## config.mk

```make
export PLATFORM = sky130hd
export DESIGN_NAME = traffic_phase_controller
export DESIGN_NICKNAME = d
export VERILOG_FILES = /design/src/rtl/traffic_phase_controller.sv
export SDC_FILE = /design/constraint.sdc
export NUM_CORES = 1
export LEC_CHECK = 0
export CORE_ASPECT_RATIO = 0.7
export CORE_MARGIN = 2
export CORE_UTILIZATION = 34
export CTS_BUF_LIST = sky130_fd_sc_hd__clkbuf_2
export DETAILED_ROUTE_END_ITERATION = 10
export PLACE_DENSITY = 0.61
export SETUP_SLACK_MARGIN = 0.15
export SLEW_MARGIN = 20
export SYNTH_ARGS = -nofsm -noshare
export SYNTH_HDL_FRONTEND = slang
export SYNTH_SLANG_ARGS = --single-unit
```

## constraint.sdc

```tcl
create_clock -name clk -period 4.4 [get_ports clk]
set_input_delay 0.66 -clock clk [delete_from_list [all_inputs] [get_ports clk]]
set_output_delay 0.66 -clock clk [all_outputs]
set_load 0.02 [all_outputs]
```

## src/rtl/traffic_phase_controller.sv

```systemverilog
// Phase sequencer for a main/side road intersection with a pedestrian crossing.
// Phases are timed in tick strobes; side-road and pedestrian requests are latched until served.
module traffic_phase_controller #(
    parameter int TW     = 8,
    parameter int T_INIT = 2,
    parameter int T_MG   = 10,
    parameter int T_Y    = 3,
    parameter int T_AR   = 2,
    parameter int T_SG   = 6
) (
    input  logic       clk,
    input  logic       rst_n,
    input  logic       tick,
    input  logic       side_req,
    input  logic       ped_req,
    output logic [6:0] light_signals,
    output logic [2:0] phase,
    output logic       ped_wait
);

    typedef enum logic [2:0] {
        INIT_RED    = 3'd0,
        MAIN_GREEN  = 3'd1,
        MAIN_YELLOW = 3'd2,
        CLEAR_1     = 3'd3,
        SIDE_GREEN  = 3'd4,
        SIDE_YELLOW = 3'd5,
        CLEAR_2     = 3'd6,
        UNUSED_7    = 3'd7
    } state_t;

    localparam logic [TW-1:0] LD_INIT = TW'(T_INIT - 1);
    localparam logic [TW-1:0] LD_MG   = TW'(T_MG - 1);
    localparam logic [TW-1:0] LD_Y    = TW'(T_Y - 1);
    localparam logic [TW-1:0] LD_AR   = TW'(T_AR - 1);
    localparam logic [TW-1:0] LD_SG   = TW'(T_SG - 1);
    localparam logic [6:0]    ALL_RED = 7'b1001000;

    state_t        state_q, state_d;
    logic [TW-1:0] timer_q, timer_d;
    logic          car_pend_q, car_pend_d;
    logic          ped_pend_q, ped_pend_d;
    logic          walk_q, walk_d;
    logic [6:0]    light_q, light_d;
    logic          expired;
    logic          enter_sg;

    always_ff @(posedge clk or negedge rst_n) begin
        if (!rst_n) begin
            state_q    <= INIT_RED;
            timer_q    <= LD_INIT;
            car_pend_q <= 1'b0;
            ped_pend_q <= 1'b0;
            walk_q     <= 1'b0;
            light_q    <= ALL_RED;
        end else begin
            state_q    <= state_d;
            timer_q    <= timer_d;
            car_pend_q <= car_pend_d;
            ped_pend_q <= ped_pend_d;
            walk_q     <= walk_d;
            light_q    <= light_d;
        end
    end

    // MAIN_GREEN parks at timer 0 until a request is pending.
    always_comb begin
        state_d = state_q;
        timer_d = timer_q;
        expired = tick && (timer_q == '0);
        case (state_q)
            INIT_RED:    if (expired) state_d = MAIN_GREEN;
            MAIN_GREEN:  if (expired && (car_pend_q || ped_pend_q)) state_d = MAIN_YELLOW;
            MAIN_YELLOW: if (expired) state_d = CLEAR_1;
            CLEAR_1:     if (expired) state_d = SIDE_GREEN;
            SIDE_GREEN:  if (expired) state_d = SIDE_YELLOW;
            SIDE_YELLOW: if (expired) state_d = CLEAR_2;
            CLEAR_2:     if (expired) state_d = MAIN_GREEN;
            default:     state_d = INIT_RED;
        endcase

        if (state_d != state_q) begin
            case (state_d)
                MAIN_GREEN:                timer_d = LD_MG;
                MAIN_YELLOW, SIDE_YELLOW:  timer_d = LD_Y;
                CLEAR_1, CLEAR_2:          timer_d = LD_AR;
                SIDE_GREEN:                timer_d = LD_SG;
                default:                   timer_d = LD_INIT;
            endcase
        end else if (tick && (timer_q != '0)) begin
            timer_d = timer_q - 1'b1;
        end
    end

    // Entering SIDE_GREEN serves and clears both requests; a request on that same edge is absorbed.
    always_comb begin
        enter_sg   = (state_d == SIDE_GREEN) && (state_q != SIDE_GREEN);
        car_pend_d = car_pend_q | (side_req && (state_q != SIDE_GREEN));
        ped_pend_d = ped_pend_q | (ped_req && !((state_q == SIDE_GREEN) && walk_q));
        walk_d     = walk_q;
        if (enter_sg) begin
            walk_d     = ped_pend_q;
            car_pend_d = 1'b0;
            ped_pend_d = 1'b0;
        end else if (state_d != SIDE_GREEN) begin
            walk_d = 1'b0;
        end

        case (state_d)
            MAIN_GREEN:  light_d = 7'b0011000;
            MAIN_YELLOW: light_d = 7'b0101000;
            SIDE_GREEN:  light_d = {6'b100001, walk_d};
            SIDE_YELLOW: light_d = 7'b1000100;
            default:     light_d = ALL_RED;
        endcase
    end

    assign light_signals = light_q;
    assign phase         = state_q;
    assign ped_wait      = ped_pend_q;

endmodule

```

==> metrics.yaml <==
yosys:
  syn_inst: 127
  syn-cell-area_mm2: 0.00123
  syn-num-nets: 134
  synth_edf_count: 0
  ys_seq_area_share_pct: 42.9
  synth-seq-cells: 21
  ys_top_cells_by_area: "dfrtp_1 (36%), dfstp_2 (6.4%), nor2_1 (4.0%)"
  synthArstFlopShare_pct: 100
  yosys.area.top_type_share_pct: 36.5
  yosysUniqueCellTypes: 51
  postSynthAreaPerCell_um2: 9.72
  synth_top_cell_by_area: "dfrtp_1"
  yosysWarnings: 0
  ys.flop_type: "dfrtp_1"
clocking:
  cts_setup_buffers: 0
  cts_tree: "built"
  cts-buffers-inserted: 3
  clock_latency_ns: 0.31
  cts_hold_buf: 0
  cts_resized: 0
  path_clk_slew_ns: 0.19
  clk_path_buf_depth: 2
  htreeDepth: 1
  cts-root-buf: "clkbuf_2"
  clock_sinks: 21
job:
  drv_cap: 0
min_path:
  hold_class: "in -> async"
final_layout:
  final_common_cell: "dfrtp_1"
  multi_input_area_um2: 639
  register_area_um2: 529
  syn_to_final_growth_pct: 14.6
  n_antenna_cell: 0
  fillerInstances: 349
  nNetsFinal: 145
  drive_above_1_share_pct: 10.9
  fin_util_pct: 40.5
  final_design_area_no_fill_mm2: 0.00142
  most-common-layout-cells: "dfrtp_1 (18), clkdlybuf4s50_1 (14), nor2_1 (13), nand2_1 (8)"
worst_setup_path:
  crit_path_end_kind: "primary output"
  critPathArrivalTime_ns: 1.80
  crit_family: "flip-flops"
  worstPathMaxFanout: 20
  slowest_delay_ns: 0.75
  critical_path_class: "reg -> out"
  required_ns: 3.74
  crit_buf_inv: 1
  start_kind: "register"
  cp_slowest_cell: "dfrtp_1"
  crit_chain: "clkdlybuf4s50_1"
  ff2ff_setup_slack_ns: 2.25
placement:
  io_buffers: 15
  gp_congestion: 0.760
  hpwl_um: 1860
  placedInstanceArea_mm2: 0.00140
detailed_routing:
  first_pass_iters: 4
  totalWireLength_um: 2540
  routed_via_density: 5.34
  drtIter0Drc: 50
  num_vias: 998
  drc: 0
  post_drt_wl_per_cell_um: 13.6
  ant_nets: 0
power:
  pwr_density_cell_mw_per_mm2: 559
  ir_worst_vdd_v: 0.000151
  p_leak_uw: 0.000546
timing:
  fin_tns_setup_ns: 0
  fmax_mhz: 406
  period_share_pct: 56.0
  hold_violations: 0
  holdWs_ns: 0.260
  slew_violations: 0
  fin_crit_ns: 2.46
  worst_slew_pin_slew_ns: 0.646
  skew_ns: 0.00530
  max-slew-margin-rel_pct: 56.6
  setup_viol_count_final: 0
  rsz0062_at_grt: "no"
floorplan:
  die_h_um: 54.4
  start_util_pct: 35.4
  row_count: 18
  core_area_mm2: 0.00349
  dieWidth_um: 76.0
  ioPinCount: 16
  die_area_mm2: 0.00414
grt:
  grt_pass1_wl_um: 4290
  overflow: 0
  grt_pass1_vias: 905
  grt_start_max_net_pins: 22
  grt_antenna_before_repair: 0
  gr-usage-all-layers_pct: 13.3
status:
  status: "completed"
power by group:
part           total, uW  switching [uW]  internal, uW  leakage, uW
Sequential           364             106           258     0.000255
Combinational        346             180           166     0.000275
Clock               80.8            56.8          24.1    0.0000166
Total                791             343           448     0.000546
per-stage QoR:
step / setup WS, ns / std cells / power, uW
6_report: 1.94 / 187 / 791
5_1_grt: 1.82 / 187 / 859
4_1_cts: 1.91 / 187 / 803
3_5_place_dp: 1.94 / 183 / 719
3_3_place_gp: 2.02 / 183 / 712
2_1_floorplan: 2.60 / 127 / 620
cell type report:
| class | count | share of cell area, % |
|---|---|---|
| repair buffers | 15 | 10.3 |
| flip-flops and latches | 21 | 37.4 |
| well taps | 50 | 4.42 |
| multi-input cells | 92 | 45.2 |
| inverters | 5 | 1.33 |
| clock buffers | 4 | 1.41 |
cell families (layout without fill, tap and decap cells):
group	count (synthesis)	in the layout	synth area share, %
AND/OR/NAND/NOR	46	46	22.2
AO/OA/AOI/OAI	36	36	21.6
flip-flops	21	21	42.9
buffers and inverters	14	24	5.37
XOR/XNOR	5	5	3.55
adder cells (fa/ha/maj)	3	3	2.84
multiplexers	2	2	1.62
metal layers:
layer  vias up  wire length (um)  GRT usage (%)
met1       480              1250           17.6
met2        33              1140           22.8
met5         -                 0              0
met4         0                27           4.55
li1        483                 -              -
met3         2               120           2.64
worst paths after layout:
| path | to | cells past startpoint | start |
|---|---|---|---|
| max in group asynchronous | light_signals[6]$_DFF_PN1_ | 1 | rst_n |
| worst min register to register | car_pend_q$_DFF_PN0_ | 2 | car_pend_q$_DFF_PN0_ |
| min in group clk | car_pend_q$_DFF_PN0_ | 2 | car_pend_q$_DFF_PN0_ |
| worst max register to register | light_signals[0]$_DFF_PN0_ | 6 | timer_q[1]$_DFFE_PN0P_ |
| worst max-delay path | phase[0] | 1 | phase[0]$_DFF_PN0_ |
| worst min-delay path | timer_q[6]$_DFFE_PN0P_ | 1 | rst_n |
worst reg2reg max path, cell delays in order, from the launching register on:
cell and delay, ns:
dfrtp_1 0.46, inv_1 0.09, ha_1 0.14, nor3b_4 0.50
nand4_1 0.30, nor3_2 0.42, o2bb2ai_1 0.18
synthesized netlist by cell type, drive strengths merged (2+ instances only):
master    n
a21boi    2
a21o      3
a21oi     6
a32oi     2
buf       4
clkbuf    5
dfrtp    18
dfstp     3
ha        2
inv       5
mux2i     2
nand2     8
nand2b    2
nand3     3
nand4     2
nor2     13
nor2b     3
nor3      3
nor3b     3
o2111ai   2
o211ai    3
o21ai     6
o2bb2ai   2
xnor2     4
flip-flops by register name (all words and copies together), names as in the netlist:
signal / count
car_pend_q: 1
light_signals: 7
ped_wait: 1
phase: 3
timer_q: 8
walk_q: 1
Power figures use the tool's default switching activity.
==> patch 1, RTL diff (same flow settings) <==
The parameter `TW` goes from 8 to 7.
--- a/src/rtl/traffic_phase_controller.sv
+++ b/src/rtl/traffic_phase_controller.sv
@@ -3,3 +3,3 @@
 module traffic_phase_controller #(
-    parameter int TW     = 8,
+    parameter int TW     = 7,
     parameter int T_INIT = 2,
Behaviour: same outputs for any inputs over 10 cycles, from zero or initial values and one cycle with rst_n low; that may be too few to reach the edited logic, so the function may still have changed.
==> patch 1 against the original RTL <==
Wire length up 2.0%. Final area down 5.1%. Combinational power down 7.8%. Highest routed layer unchanged. Area after synthesis down 5.6%. Sequential cell count down 1. Sequential share of layout area up 0.16 points. Largest power group unchanged. Critical endpoint is now timer_q[2]. Global-route usage up 2.0 points. Worst setup slack worse by 0.051 ns. Critical path depth up 4. Total power down 7.9%.
==> patch 1: results <==
export IMPL_worstReg2RegStart="timer_q[1]"
export IMPL_drc=0
export IMPL_place_gp_congestion=0.7737
export IMPL_grt_pass1_vias=905
export IMPL_numCtsBuffers=3
export IMPL_place_hpwl_mm=1.930
export IMPL_fin_hold_ws_ns=0.5774
export IMPL_drive_above_1_share=0.1111
export IMPL_ys_dominant_reg_cell="dfrtp_1"
export IMPL_regToRegSetupSlack_ns=2.29
export IMPL_clock_skew_ns=0.02080
export IMPL_htree_levels=1
export IMPL_hp_class="register to register"
export IMPL_stdcell_count=182
export IMPL_synth_cell_type_count=45
export IMPL_cp_max_fo=14
export IMPL_cts_max_path_buffers=2
export IMPL_cts_setup_buffers=0
export IMPL_dieArea_sq_mm=0.003922
export IMPL_cts_root_buf="clkbuf_2"
export IMPL_status="complete, no violations"
export IMPL_yosys_top_cells_count="17 x dfrtp_1, 17 x nand2_1, 9 x nor2_1"
export IMPL_power_leakage_uw=0.0005347
export IMPL_reg2reg_depth=6
export IMPL_met2_usage=0.2307
export IMPL_antenna_found_initial=0
export IMPL_wirelength_mm=2.591
export IMPL_drtPass1Iterations=4
export IMPL_grt_pass1_wl_mm=4.402
export IMPL_hold_end="car_pend_q"
export IMPL_fin_nets=143
export IMPL_synthArstFlopShare=1.000
export IMPL_grt_met1_usage=0.2129
export IMPL_port_buffers=15
export IMPL_vias=987
export IMPL_crit_arrival_ns=2.69
export IMPL_worstHoldPathCells=2
export IMPL_hp_start="car_pend_q"
export IMPL_clk_pin_slew_worst_paths_ns=0.19
export IMPL_place_area_sq_mm=0.001323
export IMPL_vdd_drop_max_mv=0.1747
export IMPL_worst_pin_slew_ns=0.8911
export IMPL_syn_inst=125
export IMPL_r2r_end="timer_q[2]"
export IMPL_grt_max_degree=21
export IMPL_yosysSeqAreaShare=0.4324
export IMPL_n_antenna_cell=0
export IMPL_clk_latency_ns=0.31
export IMPL_use_met3=0.04000
export IMPL_cts_resized=0
export IMPL_yosys_top_cells_area="dfrtp_1 36%, dfstp_2 6.8%, nand2_1 5.5%"
export IMPL_drt_iter0_drc=39
export IMPL_dp_worst_setup_slack_ns=1.581
export IMPL_globalRouteTotalUtil=0.1537
export IMPL_ys_warnings_count=0
[patch 1: logic make-up after synthesis]
logic type / count (synthesis) / synth area share
AO/OA/AOI/OAI: 30 / 0.1749
XOR/XNOR: 4 / 0.03005
adder cells (fa/ha/maj): 2 / 0.02146
buffers and inverters: 14 / 0.06115
flip-flops: 20 / 0.4324
multiplexers: 1 / 0.009656
AND/OR/NAND/NOR: 54 / 0.2704
[patch 1: final cells by class]
| class | count | area, sq um |
|---|---|---|
| flip-flops and latches | 20 | 504.2 |
| fillers | 320 | 1869 |
| inverters | 5 | 18.77 |
| well taps | 47 | 58.81 |
| clock buffers | 4 | 20.02 |
| multi-input cells | 91 | 590.6 |
| repair buffers | 15 | 150.1 |
[patch 1: power by group]
part | leakage [uW] | total, uW | switching [uW] | internal [uW]
Sequential | 0.000240 | 333 | 89.7 | 243
Combinational | 0.000278 | 319 | 167 | 153
Clock | 0.0000166 | 76.7 | 52.7 | 24.1
[patch 1: worst max path at each step]
stage | start | to | slack (ns) | cells after the start
5_1_grt | tick | timer_q[2] | 1.66 | 5
3_3_place_gp | tick | timer_q[2] | 1.66 | 5
6_report | tick | timer_q[2] | 1.89 | 5
2_1_floorplan | tick | phase[1] | 2.70 | 5
4_1_cts | tick | timer_q[2] | 1.92 | 5
3_5_place_dp | tick | timer_q[2] | 1.58 | 5
[patch 1: metal layers]
metal / vias to the layer above / part of all wire
met1: 465 / 0.50
li1: 477 / -
met4: 0 / 0.010
met2: 41 / 0.43
met3: 4 / 0.056
met5: - / 0
[patch 1: worst max-delay path, stage by stage]
cell,delay (ns)
clkdlybuf4s50_1,0.75
nor3b_1,0.35
and2_1,0.39
nand3_2,0.12
a221oi_1,0.41
==> patch 2, RTL diff (same flow settings) <==
Made on the original files. Make the reset (`rst_n`) synchronous in one clocked block.
--- a/src/rtl/traffic_phase_controller.sv
+++ b/src/rtl/traffic_phase_controller.sv
@@ -47,3 +47,3 @@
 
-    always_ff @(posedge clk or negedge rst_n) begin
+    always_ff @(posedge clk) begin
         if (!rst_n) begin
Function: differs if rst_n is asserted again (counterexample within 4 cycles, from zero or initial values and one cycle with rst_n low); with rst_n held inactive, the same outputs for 10 cycles.
==> patch 2 against the original RTL <==
Final area down 1.7%. Total power down 25%. Worst setup slack better by 0.0058 ns. Sequential share of layout area down 7.2 points. Final cell count up 4.8%. Die area down 0.20%. Area after synthesis down 0.20%. Wire length up 4.9%. Clock skew up 0.0044 ns. Hold slack better by 0.23 ns. Sequential cell count unchanged. Count of clock-buffer cells in the layout down 1. Critical path type unchanged. Largest cell class unchanged. Highest routed layer unchanged.
==> patch 2: results <==
export IMPL_status="complete, no violations"
export IMPL_use_met3=0.02805
export IMPL_grt_met1_usage=0.1908
export IMPL_cp_startpoint="phase[0]"
export IMPL_grt_max_degree=21
export IMPL_synth_cell_type_count=59
export IMPL_power_leakage_uw=0.0005028
export IMPL_clk_latency_ns=0.33
export IMPL_wirelength_mm=2.664
export IMPL_relSlewSlack=0.4479
export IMPL_layout_nonclk_buf_frac=0.1079
export IMPL_fin_nets=154
export IMPL_finalCritPeriodShare=0.5585
export IMPL_ys_dominant_reg_cell="dfxtp_1"
export IMPL_place_gp_congestion=0.8271
export IMPL_dp_worst_setup_slack_ns=1.760
export IMPL_slowest_stage="dfxtp_1"
export IMPL_grt_pass1_vias=916
export IMPL_grt_pass1_wl_mm=4.457
export IMPL_place_hpwl_mm=1.864
export IMPL_yosysSeqAreaShare=0.3411
export IMPL_fin_hold_ws_ns=0.4857
export IMPL_clock_skew_ns=0.009667
export IMPL_dieArea_sq_mm=0.004130
export IMPL_avgSynthCellArea_sq_um=9.129
export IMPL_regArea_sq_um=420.4
export IMPL_clk_pin_slew_worst_paths_ns=0.21
export IMPL_comb_power_share=0.435
export IMPL_fillers=362
export IMPL_place_area_sq_mm=0.001371
export IMPL_drive_above_1_share=0.1438
export IMPL_hp_class="register to register"
export IMPL_met2_usage=0.2188
export IMPL_syn_num_nets=142
export IMPL_inv_count=7
export IMPL_yosys_top_cells_count="21 x dfxtp_1, 14 x nor2_1, 9 x o21ai_0"
export IMPL_power_switching_uw=247.7
export IMPL_drt_iter0_drc=150
export IMPL_worstReg2RegStart="timer_q[0]"
export IMPL_clkCellAreaFrac=0.01439
export IMPL_vdd_drop_max_mv=0.1232
-- patch 2: changes by cell type in the layout (fill, tap and decap cells not counted), sizes merged, moves of 3 or more --
cell / delta
dfxtp: +21
dfrtp: -18
xor2: +4
dfstp: -3
nand2: -3
o21ai: +3
-- patch 2: cell families after synthesis --
group,after synthesis,share of synthesized area
compound gates,37,0.2264
xor+xnor,7,0.04975
fa+ha+maj,3,0.02842
buf+inv,15,0.08121
flops,21,0.3411
mux,1,0.009136
simple gates,51,0.2640
-- patch 2: layer usage --
metal  vias up  wire length (um)
li1        523                 -
met1       490              1337
met2        43              1139
met3         2               165
met4         0                23
met5         -                 0
-- patch 2: worst paths after layout --
kind	endpoint	depth (start not counted)
worst max register to register	light_signals[5]	6
worst min-delay path	car_pend_q	2
worst min register to register	car_pend_q	2
worst max-delay path	phase[0]	1
